--- config.mk ---
export PLATFORM = sky130hd
export DESIGN_NAME = branch_resolver
export DESIGN_NICKNAME = d
export VERILOG_FILES = /design/src/rtl/branch_resolver.sv
export SDC_FILE = /design/constraint.sdc
export NUM_CORES = 1
export LEC_CHECK = 0
export BUFFER_PORTS_ARGS = -buffer_cell sky130_fd_sc_hd__buf_2
export CAP_MARGIN = 40
export CORE_ASPECT_RATIO = 1.5
export CORE_UTILIZATION = 48
export DETAILED_ROUTE_END_ITERATION = 16
export GPL_TIMING_DRIVEN = 0
export PLACE_DENSITY = 0.75
export RECOVER_POWER = 25
export SYNTH_ARGS = -nofsm -noshare
export SYNTH_HDL_FRONTEND = slang
export SYNTH_SLANG_ARGS = --single-unit
export TNS_END_PERCENT = 100
--- constraint.sdc ---
create_clock -name clk -period 2.64 [get_ports clk]
set_clock_uncertainty 0.1 [all_clocks]
set_input_delay 0.264 -clock clk [delete_from_list [all_inputs] [get_ports clk]]
set_output_delay 0.264 -clock clk [all_outputs]
set_load 0.01 [all_outputs]
--- src/rtl/branch_resolver.sv ---
// In-order branch resolution with misprediction recovery, consuming the alternate-PC backup FIFO.
// Optional BRANCH_RESOLVER_STATS_EN adds saturating resolved/mispredict counters.
module branch_resolver #(
    parameter int unsigned PC_W         = 11,
    parameter int unsigned DEPTH        = 8,
    parameter int unsigned FLUSH_CYCLES = 2
) (
    input  logic                         clk,
    input  logic                         rst_n,
    input  logic                         pred_valid,
    input  logic                         pred_taken,
    output logic                         pred_full,
    input  logic                         res_valid,
    input  logic                         res_taken,
    output logic                         res_ready,
    output logic                         fifo_pop,
    output logic                         fifo_clear,
    input  logic [PC_W-1:0]              fifo_P,
    output logic                         redirect_valid,
    output logic [PC_W-1:0]              redirect_pc,
    output logic                         flush,
    output logic [$clog2(DEPTH+1)-1:0]   outstanding,
`ifdef BRANCH_RESOLVER_STATS_EN
    output logic [15:0]                  stat_resolved,
    output logic [15:0]                  stat_mispredicts,
`endif
    output logic                         overflow,
    output logic                         underflow
);

    localparam int unsigned CNT_W = $clog2(DEPTH + 1);
    localparam int unsigned PTR_W = (DEPTH > 1) ? $clog2(DEPTH) : 1;
    localparam int unsigned FC_W  = (FLUSH_CYCLES > 1) ? $clog2(FLUSH_CYCLES) : 1;

    typedef enum logic [2:0] {
        IDLE     = 3'd0,
        POP      = 3'd1,
        CHECK    = 3'd2,
        REDIRECT = 3'd3,
        FLUSH    = 3'd4
    } state_t;

    state_t             state_q, state_d;
    logic [DEPTH-1:0]   dir_q, dir_d;
    logic [PTR_W-1:0]   wr_ptr_q, wr_ptr_d, rd_ptr_q, rd_ptr_d;
    logic [CNT_W-1:0]   cnt_d;
    logic               mispredict_q, mispredict_d;
    logic [FC_W-1:0]    fcnt_q, fcnt_d;
    logic [PC_W-1:0]    rpc_d;
    logic               ovf_d, unf_d;
    logic               pop_d, clr_d, rdv_d, flush_d;
    logic               push_acc, push_ok, pop_dec;

    function automatic logic [PTR_W-1:0] ptr_inc(input logic [PTR_W-1:0] p);
        return (p == PTR_W'(DEPTH - 1)) ? '0 : p + PTR_W'(1);
    endfunction

    assign pred_full = (outstanding == CNT_W'(DEPTH));
    assign res_ready = (state_q == IDLE);

    // Next-state, queue bookkeeping and registered-output decode
    always_comb begin
        state_d      = state_q;
        dir_d        = dir_q;
        wr_ptr_d     = wr_ptr_q;
        rd_ptr_d     = rd_ptr_q;
        cnt_d        = outstanding;
        mispredict_d = mispredict_q;
        fcnt_d       = fcnt_q;
        rpc_d        = redirect_pc;
        ovf_d        = overflow;
        unf_d        = underflow;

        push_acc = pred_valid && (state_q == IDLE || state_q == POP || state_q == CHECK);
        push_ok  = push_acc && !pred_full;
        pop_dec  = (state_q == POP);

        if (push_acc && pred_full) begin
            ovf_d = 1'b1;
        end
        if (push_ok) begin
            dir_d[wr_ptr_q] = pred_taken;
            wr_ptr_d        = ptr_inc(wr_ptr_q);
        end

        if (push_ok && !pop_dec) begin
            cnt_d = outstanding + CNT_W'(1);
        end else if (!push_ok && pop_dec) begin
            cnt_d = outstanding - CNT_W'(1);
        end

        case (state_q)
            IDLE: begin
                if (res_valid) begin
                    if (outstanding != '0) begin
                        state_d      = POP;
                        mispredict_d = (res_taken != dir_q[rd_ptr_q]);
                        rd_ptr_d     = ptr_inc(rd_ptr_q);
                    end else begin
                        unf_d = 1'b1;
                    end
                end
            end
            POP: state_d = CHECK;
            CHECK: begin
                if (mispredict_q) begin
                    state_d = REDIRECT;
                    rpc_d   = fifo_P;
                end else begin
                    state_d = IDLE;
                end
            end
            REDIRECT: begin
                state_d  = FLUSH;
                cnt_d    = '0;
                wr_ptr_d = '0;
                rd_ptr_d = '0;
                fcnt_d   = FC_W'(FLUSH_CYCLES - 1);
            end
            FLUSH: begin
                if (fcnt_q == '0) begin
                    state_d = IDLE;
                end else begin
                    fcnt_d = fcnt_q - FC_W'(1);
                end
            end
            default: state_d = IDLE;
        endcase

        pop_d   = (state_d == POP);
        clr_d   = (state_d == REDIRECT);
        rdv_d   = (state_d == REDIRECT);
        flush_d = (state_d == FLUSH);
    end

    always_ff @(posedge clk or negedge rst_n) begin
        if (!rst_n) begin
            state_q        <= IDLE;
            dir_q          <= '0;
            wr_ptr_q       <= '0;
            rd_ptr_q       <= '0;
            outstanding    <= '0;
            mispredict_q   <= 1'b0;
            fcnt_q         <= '0;
            redirect_pc    <= '0;
            overflow       <= 1'b0;
            underflow      <= 1'b0;
            fifo_pop       <= 1'b0;
            fifo_clear     <= 1'b0;
            redirect_valid <= 1'b0;
            flush          <= 1'b0;
        end else begin
            state_q        <= state_d;
            dir_q          <= dir_d;
            wr_ptr_q       <= wr_ptr_d;
            rd_ptr_q       <= rd_ptr_d;
            outstanding    <= cnt_d;
            mispredict_q   <= mispredict_d;
            fcnt_q         <= fcnt_d;
            redirect_pc    <= rpc_d;
            overflow       <= ovf_d;
            underflow      <= unf_d;
            fifo_pop       <= pop_d;
            fifo_clear     <= clr_d;
            redirect_valid <= rdv_d;
            flush          <= flush_d;
        end
    end

`ifdef BRANCH_RESOLVER_STATS_EN
    // Saturating event counters: one resolve per CHECK, one mispredict per REDIRECT
    always_ff @(posedge clk or negedge rst_n) begin
        if (!rst_n) begin
            stat_resolved    <= '0;
            stat_mispredicts <= '0;
        end else begin
            if (state_q == CHECK && stat_resolved != 16'hFFFF) begin
                stat_resolved <= stat_resolved + 16'd1;
            end
            if (state_q == REDIRECT && stat_mispredicts != 16'hFFFF) begin
                stat_mispredicts <= stat_mispredicts + 16'd1;
            end
        end
    end
`endif

endmodule

# After elaboration in Yosys (flattened, before gate mapping)
# Index checks and enable logic that the tools add are counted.
dict set report totals {
  reg_bits 39
  output_inout_bits 23
}
dict set report op_classes {
  add_sub_neg 5
  order_cmp 3
  n_eq_ne 13
  muxes 22
  bitwise_logic 1
  reduce_logical 21
}
# op count
set op_table {}
lappend op_table {{$mux 3} 9}
lappend op_table {{$pmux 3 s5} 1}
lappend op_table {{$eq 3x3->1 const B} 4}
lappend op_table {{$mux 4} 3}
lappend op_table {{$eq 3x2->1 const B} 3}
lappend op_table {{$reduce_and 3->1} 3}
lappend op_table {{$bwmux 8} 1}
lappend op_table {{$lt 3x4->1 const B} 2}
lappend op_table {{$add 3x1->3 const B} 2}
lappend op_table {{$eq 3x1->1 const B} 2}
lappend op_table {{$logic_and 1x1->1} 6}
lappend op_table {{$pmux 3 s2} 1}
lappend op_table {{$reduce_bool 2->1} 3}
lappend op_table {{$add 4x1->4 const B} 1}
lappend op_table {{$eq 4x4->1 const B} 1}
lappend op_table {{$reduce_bool 4->1} 1}
lappend op_table {{$sub 4x1->4 const B} 1}
lappend op_table {{$bmux 1 s3} 1}
lappend op_table {{$demux 1 s3} 1}
lappend op_table {{$ge 3x1->1 const B} 1}
lappend op_table {{$logic_not 1->1} 3}
lappend op_table {{$logic_not 3->1} 1}
lappend op_table {{$mux 1} 3}
lappend op_table {{$reduce_bool 3->1} 1}
lappend op_table {{9 further kinds} 10}

# Longest topological paths before layout
dict set report depth {
  ltp_word 10
  mapped_depth 12
  mapped_depth_nobuf 10
}

# Worst setup path after synthesis
# No wires, ideal clock.
dict set report synth_timing {
  kind {register to register}
  startpoint {reg outstanding[1]}
  endpoint {reg outstanding[3]}
  setup_ps 79
  t_arrival_ps 2483
  required_time_ps 2461
  path_slack_ps -22
  path_stages_with_launch 12
  n_path_buf 1
  path_cell_list {dfrtp_1 or4b_4 nand3_2 buf_6 inv_1 ha_1 inv_1 ha_1 a21o_1 a21oi_1 mux2i_1 mux2i_1}
}
dict set report synth_between {
  elab_chain_len 6
  elab_cells_between_ends 12
  classes_between {2 x add/sub; 1 x eq/ne; 3 x mux; 6 x reduce/logical}
}
# item line
set synth_rtl {}
lappend synth_rtl {{start, declared} 22} ;# output logic [$clog2(DEPTH+1)-1:0] outstanding,
lappend synth_rtl {{start signal, assigned} 157} ;# outstanding <= cnt_d;
lappend synth_rtl {{branches (longest 6 deep; another with $sub 4x1->4)} n/a}
# Parallel ways; which one is timed is not known. The select of a mux whose other input is x is not followed.
# A chain may end at the register's enable or synchronous reset.

# Worst setup path after layout
dict set report layout_timing {
  startpoint {reg outstanding[0]}
  endpoint {reg outstanding[3]}
}
# Same word-level chain as after synthesis.

==> metrics.yaml <==
route:
  met1_length_um: 1324
  vias_per_cell: 5.408
  drc_errors: 0
  detail_route.iter0.violations: 41
  wl_per_cell_um: 14.68
  drt_pass1_iterations: 4
  routed_wl_um: 3669
  wl_met2_um: 2041
  postRouteAntennaNets: 0
  route.met3.wl_um: 157
  routed.top_layer: "met4"
  vias: 1352
sta:
  hold_slack_ps: 95.36
  finalCritPeriodShare_pct: 93.79
  max_freq_ghz: 0.4039
  slew_headroom_pct: 36.27
  layout_min_cycle_time_ps: 2476
  setup_ws_ps: 164.0
  hold_viol: 0
  rsz0062_at_grt: "no"
  drv_slew: 0
  setup_viol: 0
  worstMarginPinSlew_ps: 956.0
placement:
  hpwlAfterDp_um: 2804
  pre_cts_ws_ps: -133.9
  place_congestion: 0.7274
  port-buffer-count: 39
cells_and_area:
  fin_util_pct: 60.04
  area_growth_pct: 19.15
  nets: 232
  drive_gt1_share_pct: 28.99
  diodes: 0
  final_common_cell: "dfrtp_1"
  final_cell_mix: "37 x dfrtp_1, 22 x clkbuf_1, 21 x buf_2, 16 x mux2_2"
global_route:
  grt_overflow: 0
  antenna_found_initial: 0
  grt_pass1_wl_um: 6292
  grt_usage_pct: 21.44
  grt_max_degree: 40
  grt_pass1_vias: 1415
power:
  ir_worst_vdd_uv: 752.2
  cellLeakagePower_nw: 1.048
  total_power_mw: 2.811
  power_density_mw_per_mm2: 1271
critical_path:
  startpoint: "outstanding[0]"
  start_kind: "flip-flop"
  crit_required_ps: 2760
  r2r-start: "outstanding[0]"
  crit_fanout: 3
  crit_path_end_kind: "flip-flop"
  criticalPathCategory: "reg -> reg"
  cp_data_arrival_time_ps: 2600
synth:
  synth_area_mm2: 0.001856
  synth-warning-count: 0
  synth-seq-cells: 39
  synth-simple-area-share_pct: 14.16
  synthAdderAreaFrac_pct: 5.799
  synth_compound_gate_area_share_pct: 4.990
  synth_cells: 157
  ys_seq_area_share_pct: 52.60
  synth_top_family_by_area: "multiplexers"
  syn_nets: 182
  synthMuxAreaShare_pct: 17.26
  synth_cell_types: 34
  synth_xor_xnor_area_share_pct: 1.416
  avgSynthCellArea_um2: 11.82
floorplan:
  initial_core_util_pct: 50.39
  rows: 27
  die_h_um: 78.15
  die_area_mm2: 0.004124
  core_mm2: 0.003682
  ios: 40
  dieWidth_um: 52.77
min_path:
  hp-class: "in -> reg"
  min_from: "fifo_P[6]"
clocking:
  cts_buffers: 5
  cts.clk_slew.worst_paths_ps: 80
  clock_path_buffers: 2
  cts_sinks: 39
  clock-root-buffer: "clkbuf_8"
  clock_latency_ps: 300
  tritoncts: "built"
  h-tree-depth: 2
run_status:
  run_status: "finished, final reports clean"
flow_run:
  maxCapViolCount: 0
==> path summary, 6_finish.rpt <==
path | endpoint | slack (ps) | cells after the start
worst max-delay path | outstanding[3] | 160 | 10
worst min-delay path | redirect_pc[6] | 100 | 2
worst max register to register | outstanding[3] | 160 | 10
worst min register to register | overflow | 370 | 1
max in group asynchronous | outstanding[0] | 1250 | 2
min in group asynchronous | redirect_pc[7] | 540 | 2
==> worst max-delay path: stages (launching register included) <==
cell and delay, ps:
dfrtp_2 420, or4b_4 570, nand3_4 80, inv_1 70, ha_4 170, inv_4 50
ha_1 220, a21o_1 180, a21oi_2 130, mux2i_1 220, mux2i_1 190
==> synth_stat cells, drive strengths merged <==
library cell | instances | share of area [%]
dfrtp | 39 | 53
mux2 | 20 | 12
nand2 | 12 | 2.4
nor2 | 12 | 2.4
inv | 10 | 2.0
ha | 7 | 4.7
nor3 | 7 | 2.4
nand2b | 6 | 2.0
a21oi | 5 | 1.6
buf | 5 | 1.8
mux2i | 5 | 2.7
nand3 | 5 | 1.6
o21ai | 5 | 1.3
xor2 | 3 | 1.4
a21o | 2 | 0.81
mux4 | 2 | 2.4
nor4 | 2 | 0.67
a31o | 1 | 0.47
and2 | 1 | 0.34
and2b | 1 | 0.40
fa | 1 | 1.1
nand4 | 1 | 0.34
nor2b | 1 | 0.34
o21bai | 1 | 0.40
o31ai | 1 | 0.40
or4 | 1 | 0.40
or4b | 1 | 0.74
==> power by group <==
| group | switching, mW | internal [mW] |
|---|---|---|
| combinational | 0.691 | 0.635 |
| clock | 0.199 | 0.181 |
| sequential | 0.220 | 0.885 |
==> timing repair <==
| action | CTS | global route |
|---|---|---|
| setup endpoints to repair | 1 | 1 |
| hold buffers | 1 | 0 |
| gates resized for setup | 3 | 3 |
| buffers inserted | 3 | 1 |
| hold endpoints to repair | 11 | 0 |
| pin swaps | 0 | 3 |
==> routing by layer <==
| metal | track usage [%] | up-vias |
|---|---|---|
| met3 | 6.395 | 14 |
| met2 | 37.59 | 46 |
| li1 | - | 638 |
| met4 | 13.16 | 0 |
| met1 | 20.87 | 654 |
| met5 | 0 | - |
==> registers in the layout (all words and copies together), names as in the netlist, 3 cells and up <==
signal,cells
redirect_pc,11
dir_q,8
outstanding,4
rd_ptr_q,3
state_q,3
wr_ptr_q,3
==> logic make-up after synthesis <==
family / count (synthesis)
adders and majority gates: 8
muxes: 27
DFF: 39
xor gates and xnor gates: 3
and+or+nand+nor: 50
AOI/OAI and AO/OA: 15
buffers and inverters: 15
==> area by class of cell <==
| type | count | area [um^2] |
|---|---|---|
| Inverter | 10 | 40.04 |
| Multi-Input combinational cell | 103 | 833.3 |
| Sequential cell | 39 | 978.4 |
| Buffer | 4 | 21.27 |
| Clock inverter | 1 | 7.507 |
| Tap cell | 43 | 53.80 |
| Clock buffer | 6 | 72.57 |
| Timing Repair Buffer | 44 | 203.9 |
| Fill cell | 320 | 1471 |
==> per-stage QoR <==
step                      instances  TNS [ps]  cell area (um^2)
after floorplan                 157         0              1861
after global placement          239    -72.65              2110
after detailed placement        239    -133.9              2110
after CTS                       250         0              2226
after global routing            250         0              2211
final                           250         0              2211
Note: power is estimated with default switching activity, not from simulation.
